--- config.mk ---
export PLATFORM = sky130hd
export DESIGN_NAME = tiny_alu_mc_flat
export DESIGN_NICKNAME = d
export VERILOG_FILES = /design/src/rtl/tiny_alu_pkg.sv /design/src/rtl/tiny_alu_mc_if.sv /design/src/rtl/tiny_alu_mc_mul.sv /design/src/rtl/tiny_alu_mc.sv /design/src/flat_wrapper.sv
export SDC_FILE = /design/constraint.sdc
export NUM_CORES = 1
export LEC_CHECK = 0
export CAP_MARGIN = 20
export CORE_MARGIN = 2
export CORE_UTILIZATION = 46
export CTS_BUF_LIST = sky130_fd_sc_hd__clkbuf_8
export DETAILED_ROUTE_END_ITERATION = 6
export PLACE_DENSITY = 0.74
export SLEW_MARGIN = 30
export SYNTH_ARGS = -nofsm -noshare
export SYNTH_HDL_FRONTEND = slang
export SYNTH_SLANG_ARGS = --single-unit
--- constraint.sdc ---
create_clock -name clk_i -period 5 [get_ports clk_i]
set_input_delay 1 -clock clk_i [delete_from_list [all_inputs] [get_ports clk_i]]
set_output_delay 1 -clock clk_i [all_outputs]
set_load 0.05 [all_outputs]
--- src/rtl/tiny_alu_pkg.sv ---
// rtl/tiny_alu_pkg.sv - shared opcode and state types for tiny_alu_mc
package tiny_alu_pkg;

  localparam int OP_BITS = 3;

  typedef enum logic [OP_BITS-1:0] {
    OP_NOP = 3'd0,
    OP_ADD = 3'd1,
    OP_AND = 3'd2,
    OP_XOR = 3'd3,
    OP_MUL = 3'd4,
    OP_SUB = 3'd5,
    OP_OR  = 3'd6
  } op_e;

  typedef enum logic {
    IDLE,
    MUL_RUN
  } state_e;

endpackage

--- src/rtl/tiny_alu_mc_if.sv ---
// rtl/tiny_alu_mc_if.sv - start/busy/done request and result bundle for tiny_alu_mc
interface tiny_alu_mc_if
  import tiny_alu_pkg::*;
#(
  parameter int DATA_BITS = 8
) ();

  logic                   start_i;
  logic [OP_BITS-1:0]     opcode_i;
  logic [DATA_BITS-1:0]   a_i;
  logic [DATA_BITS-1:0]   b_i;
  logic                   busy_o;
  logic                   done_o;
  logic [2*DATA_BITS-1:0] result_o;
  logic                   error_o;

  modport master (
    output start_i, opcode_i, a_i, b_i,
    input  busy_o, done_o, result_o, error_o
  );

  modport slave (
    input  start_i, opcode_i, a_i, b_i,
    output busy_o, done_o, result_o, error_o
  );

endinterface

--- src/rtl/tiny_alu_mc_mul.sv ---
// rtl/tiny_alu_mc_mul.sv - iterative shift-add multiplier, one partial product per cycle
// done_o/product_o are combinational and flag the cycle whose edge completes the product.
module tiny_alu_mc_mul
  import tiny_alu_pkg::*;
#(
  parameter int DATA_BITS = 8
) (
  input  logic                   clk_i,
  input  logic                   reset_i,
  input  logic                   start_i,
  input  logic [DATA_BITS-1:0]   a_i,
  input  logic [DATA_BITS-1:0]   b_i,
  output logic                   busy_o,
  output logic                   done_o,
  output logic [2*DATA_BITS-1:0] product_o
);

  localparam int RW       = 2 * DATA_BITS;
  localparam int CNT_BITS = (DATA_BITS > 2) ? $clog2(DATA_BITS) : 1;
  localparam logic [CNT_BITS-1:0] CNT_LAST = CNT_BITS'(DATA_BITS - 1);

  state_e               state_q;
  logic [CNT_BITS-1:0]  cnt_q;
  logic [RW-1:0]        mcand_q;
  logic [DATA_BITS-1:0] mplier_q;
  logic [RW-1:0]        acc_q;

  logic [RW-1:0] partial;
  logic [RW-1:0] sum;
  logic          last;

  assign partial = mplier_q[0] ? mcand_q : '0;
  assign sum     = acc_q + partial;
  assign last    = (state_q == MUL_RUN) && (cnt_q == CNT_LAST);

  always_ff @(posedge clk_i) begin
    if (reset_i) begin
      state_q  <= IDLE;
      cnt_q    <= '0;
      mcand_q  <= '0;
      mplier_q <= '0;
      acc_q    <= '0;
    end else begin
      case (state_q)
        IDLE: begin
          if (start_i) begin
            mcand_q  <= RW'(a_i);
            mplier_q <= b_i;
            acc_q    <= '0;
            cnt_q    <= '0;
            state_q  <= MUL_RUN;
          end
        end
        MUL_RUN: begin
          acc_q    <= sum;
          mcand_q  <= mcand_q << 1;
          mplier_q <= mplier_q >> 1;
          if (last) begin
            cnt_q   <= '0;
            state_q <= IDLE;
          end else begin
            cnt_q <= cnt_q + CNT_BITS'(1);
          end
        end
        default: state_q <= IDLE;
      endcase
    end
  end

  assign busy_o    = (state_q == MUL_RUN);
  assign done_o    = last;
  assign product_o = sum;

endmodule

--- src/rtl/tiny_alu_mc.sv ---
// rtl/tiny_alu_mc.sv - multi-cycle tiny ALU: opcode decode, output registers, handshake
// Build option TINY_ALU_MC_FAST_MUL_EN: single-cycle combinational multiply, no busy phase.
module tiny_alu_mc
  import tiny_alu_pkg::*;
#(
  parameter int DATA_BITS = 8
) (
  input logic         clk_i,
  input logic         reset_i,
  tiny_alu_mc_if.slave bus
);

  localparam int RW = 2 * DATA_BITS;

  logic          mul_busy;
  logic          mul_done;
  logic [RW-1:0] mul_product;
  logic          accept;

  logic [RW-1:0] result_q;
  logic          error_q;
  logic          done_q;

  logic [RW-1:0]      result_d;
  logic               error_d;
  logic               single_d;
  logic [DATA_BITS:0] add_w;
  logic [DATA_BITS:0] sub_w;

  assign accept = bus.start_i && !mul_busy;
  assign add_w  = {1'b0, bus.a_i} + {1'b0, bus.b_i};
  assign sub_w  = {1'b0, bus.a_i} - {1'b0, bus.b_i};

`ifdef TINY_ALU_MC_FAST_MUL_EN
  assign mul_busy    = 1'b0;
  assign mul_done    = 1'b0;
  assign mul_product = '0;
`else
  tiny_alu_mc_mul #(
    .DATA_BITS (DATA_BITS)
  ) u_mul (
    .clk_i     (clk_i),
    .reset_i   (reset_i),
    .start_i   (accept && (bus.opcode_i == OP_MUL)),
    .a_i       (bus.a_i),
    .b_i       (bus.b_i),
    .busy_o    (mul_busy),
    .done_o    (mul_done),
    .product_o (mul_product)
  );
`endif

  // single_d low means the result arrives later from the iterative multiplier
  always_comb begin
    result_d = '0;
    error_d  = 1'b0;
    single_d = 1'b1;
    case (bus.opcode_i)
      OP_NOP: result_d = '0;
      OP_ADD: result_d = RW'(add_w);
      OP_SUB: result_d = RW'(sub_w);
      OP_AND: result_d = RW'(bus.a_i & bus.b_i);
      OP_XOR: result_d = RW'(bus.a_i ^ bus.b_i);
      OP_OR:  result_d = RW'(bus.a_i | bus.b_i);
`ifdef TINY_ALU_MC_FAST_MUL_EN
      OP_MUL: result_d = RW'(bus.a_i) * RW'(bus.b_i);
`else
      OP_MUL: single_d = 1'b0;
`endif
      default: error_d = 1'b1;
    endcase
  end

  always_ff @(posedge clk_i) begin
    if (reset_i) begin
      result_q <= '0;
      error_q  <= 1'b0;
      done_q   <= 1'b0;
    end else if (mul_done) begin
      result_q <= mul_product;
      error_q  <= 1'b0;
      done_q   <= 1'b1;
    end else if (accept) begin
      done_q <= single_d;
      if (single_d) begin
        result_q <= result_d;
        error_q  <= error_d;
      end
    end else begin
      done_q <= 1'b0;
    end
  end

  assign bus.busy_o   = mul_busy;
  assign bus.done_o   = done_q;
  assign bus.result_o = result_q;
  assign bus.error_o  = error_q;

endmodule

--- src/flat_wrapper.sv ---
// flat-port wrapper written by rule: the top's interface ports become plain ports
module tiny_alu_mc_flat import tiny_alu_pkg::*;
#(
  parameter int DATA_BITS = 8
)
  (clk_i, reset_i, bus_start_i, bus_opcode_i, bus_a_i, bus_b_i, bus_busy_o, bus_done_o, bus_result_o, bus_error_o);
  tiny_alu_mc_if #(.DATA_BITS(DATA_BITS)) bus_i ();
  input logic clk_i;
  input logic reset_i;
  input wire logic [$bits(bus_i.start_i)-1:0] bus_start_i;
  input wire logic [$bits(bus_i.opcode_i)-1:0] bus_opcode_i;
  input wire logic [$bits(bus_i.a_i)-1:0] bus_a_i;
  input wire logic [$bits(bus_i.b_i)-1:0] bus_b_i;
  output wire logic [$bits(bus_i.busy_o)-1:0] bus_busy_o;
  output wire logic [$bits(bus_i.done_o)-1:0] bus_done_o;
  output wire logic [$bits(bus_i.result_o)-1:0] bus_result_o;
  output wire logic [$bits(bus_i.error_o)-1:0] bus_error_o;
  assign bus_i.start_i = bus_start_i;
  assign bus_i.opcode_i = bus_opcode_i;
  assign bus_i.a_i = bus_a_i;
  assign bus_i.b_i = bus_b_i;
  assign bus_busy_o = bus_i.busy_o;
  assign bus_done_o = bus_i.done_o;
  assign bus_result_o = bus_i.result_o;
  assign bus_error_o = bus_i.error_o;
  tiny_alu_mc #(.DATA_BITS(DATA_BITS)) u_core (.clk_i(clk_i), .reset_i(reset_i), .bus(bus_i));
endmodule
==> flow_summary.toml <==
[clock_network]
path_clk_slew_ns = 0.08
htree_levels = 3
cts_num_sinks = 62
cts_tree = "built"
numCtsBuffers = 9
cts_buffer_depth = 2
holdBufCountCts = 0
clock-root-buffer = "clkbuf_8"
clock_latency_ns = 0.34
cts_setup_buffers = 0
ctsResizeCount = 0

[setup_path]
crit_chain = "clkdlybuf4s50_1, nor2b_1, buf_4, nand2_1, mux2i_1, fa_1, a211oi_1, o21bai_1, a21oi_1, xnor2_1, a22o_1, a221oi_1, nor3_1"
slowest_stage = "clkdlybuf4s50_1"
cpPeakStageDelay_ns = 0.48
crit_family = "compound AO/OA/AOI/OAI gates"
cp-end-kind = "register"
arrival_ns = 4.02
startpoint_type = "primary input"
reg2regPathDepth = 10
critPathBufInv = 2
crit_required_ns = 5.18
criticalPathCategory = "primary input to register"
cp_num_cells = 13
path_max_fanout = 9

[grt]
grt-ovfl-total = 0
grt_pass1_vias = 3479
met1_usage_pct = 29.40
grt_pass1_wl_um = 16690
antenna_found_initial = 0
grt.busiest_layer = "met2"
grt_use_total_pct = 21.50
met3_usage_pct = 3.957
grt_start_max_net_pins = 53
use_met2_pct = 34.59

[logic_synthesis]
ys.flop_type = "dfxtp_1"
synth_seq_area_share_pct = 30.94
syn_avg_cell_area_um2 = 8.007
ys_warn_count = 0
synth-edff-count = 0
async_reset_ff_share_pct = 0
synth_top_area_cell = "dfxtp_1"
syn_nets = 567
netlist_instances = 501
ys_ff_latch = 62
ys_types = 51
syn_area_um2 = 4011
synth_top_area_share_pct = 30.94
synthTopCellsByArea = "dfxtp_1 31%, ha_1 13%, nand2_1 7.1%"

[run]
cap_violations = 0

[power_and_ir_drop]
p_int_uw = 869.3
power.switching_uw = 352.8
power_uw = 1222
share_comb_of_total_power_pct = 17.4
p_sw_share_pct = 28.87
p_seq_share_pct = 41.6
vdd_ir_drop_max_mv = 0.1453
cellPowerDensity_nw_per_um2 = 259.0
p_leak_uw = 0.001901
p_clk_share_pct = 41.0

[floorplan]
rows = 34
fp.dieH_um = 97.38
start_util_pct = 46.68
die_area_um2 = 9483
core_area_um2 = 8593
ios = 41
die_w_um = 97.38

[timing]
hold_viol = 0
fin_setup_tns_ns = 0
finalClockSkew_ns = 0.01180
relSlewSlack_pct = 36.38
min_period_ns = 3.838
rsz0062_at_grt = "false"
worst-slew-pin-transition_ns = 0.9542
slew_violations = 0
setup_viol = 0
fmax_ghz = 0.2606
post-route-period-util_pct = 76.76

[hold_path]
hold_depth = 2
hold_path.class = "register to register"

[finish]
drive_gt1_share_pct = 5.566
fillers = 803
area_delta_synth_final_pct = 17.62
nNetsFinal = 600
antenna_cells = 0

[detailed_routing]
drt_drc_violations_left = 0
viasPerCell = 5.645
dr.pass1.iters = 4
ant_nets = 0
finalWirelength_um = 10100
drtIter0Drc = 202
avgRoutedWirePerCell_um = 15.60
vias = 3652

[placement]
dp_hpwl_um = 7406
gp_congestion = 0.9046
io_buffers = 40

[run_status]
status = "finished, final reports clean"
cell usage in the layout, fill, tap and decap left out, drive strengths merged, types with 4 or more instances in the layout:
cell,instances
mux2i,4
clkdlybuf4s50,39
or3,4
nand4,5
and2,16
dfxtp,62
nand2,76
a22oi,18
nor3,9
clkbuf,9
ha,42
a21oi,53
xor2,6
buf,7
a22o,12
nor2b,7
nand3,4
o21ai,35
nor2,25
inv,23
xnor2,17
nand3b,16
path summary, 6_finish.rpt:
check,start,endpoint,slack (ns)
worst max-delay path,bus_opcode_i[0],u_core.bus.result_o[6],1.16
worst min-delay path,u_core.bus.result_o[11],u_core.bus.result_o[11],0.45
worst max register to register,u_core.u_mul.mplier_q[0],u_core.u_mul.acc_q[14],2.02
worst min register to register,u_core.bus.result_o[11],u_core.bus.result_o[11],0.45
synth_stat cells, drive strengths merged (2+ instances only):
cell	instances
nor4	2
fa	2
and2	16
clkbuf	21
xor2	6
a22oi	18
or3	4
o22a	2
a32o	2
nand2b	3
buf	3
ha	42
a21o	3
nor2	25
a221oi	3
inv	22
o21ai	35
nand3	4
nand2	76
o31ai	2
dfxtp	62
o211ai	2
a21boi	2
nand3b	16
xnor2	17
nand4	5
a22o	12
a31oi	2
mux2i	4
a21oi	53
and3	3
a211oi	2
nor2b	7
nor3	9
o22ai	2
o21bai	2
o21a	2
layer usage:
| layer | part of all wire, % | routed length (µm) | vias to the layer above |
|---|---|---|---|
| li1 | - | - | 1840 |
| met1 | 48 | 4817 | 1702 |
| met5 | 0 | 0 | - |
| met2 | 45 | 4579 | 97 |
| met3 | 5.5 | 556 | 13 |
| met4 | 1.4 | 141 | 0 |
power by group through the flow:
stage	registers [µW]	clock network (µW)	logic, µW
floorplan	540	0	122
global placement	520	0	207
detailed placement	520	0	210
CTS	509	506	211
global route	510	530	231
finish	509	501	212
stage by stage:
| step | hold slack, ns | instances | setup slack, ns | utilization (%) | instance area (µm²) |
|---|---|---|---|---|---|
| after global routing | 0.4858 | 647 | 0.9933 | 54.91 | 4718 |
| final | 0.4529 | 647 | 1.162 | 54.91 | 4718 |
| after detailed placement | 0.4476 | 631 | 0.9070 | 52.33 | 4497 |
| after floorplan | 0.4315 | 501 | 1.465 | - | 4011 |
| after CTS | 0.4586 | 647 | 1.205 | 54.91 | 4718 |
| after global placement | 0.4395 | 631 | 0.9979 | 52.30 | 4494 |
final cells by class:
class	count	area (µm²)	area share, %
clock buffer	9	123.9	2.625
sequential	62	1241	26.31
timing repair buffer	46	440.4	9.334
inverter	23	86.33	1.830
multi-input combinational	392	2594	54.97
tap	108	135.1	2.864
clock inverter	7	97.59	2.068
cell families (layout without fill, tap and decap cells):
kind of cell,count (synthesis),after routing,synth area share [%]
AOI/OAI and AO/OA,149,149,23.42
xor gates and xnor gates,23,23,5.022
adders and majority gates,44,44,14.10
buffers and inverters,47,85,4.460
DFF,62,62,30.94
muxes,4,4,0.9982
and+or+nand+nor,172,172,21.05
state kept, by name, summed over array words and instances (netlist names):
signal / count
u_core.bus.done_o: 1
u_core.bus.error_o: 1
u_core.bus.result_o: 16
u_core.u_mul.acc_q: 16
u_core.u_mul.busy_o: 1
u_core.u_mul.cnt_q: 3
u_core.u_mul.mcand_q: 16
u_core.u_mul.mplier_q: 8
worst reg2reg max path, delay by kind of cell, from the launching register on:
family / cells / cell delay, ns
compound gates: 5 / 1.17
xor+xnor: 1 / 0.16
flops: 1 / 0.47
fa+ha+maj: 2 / 0.64
simple gates: 2 / 0.45
(Power assumes the default switching activity.)
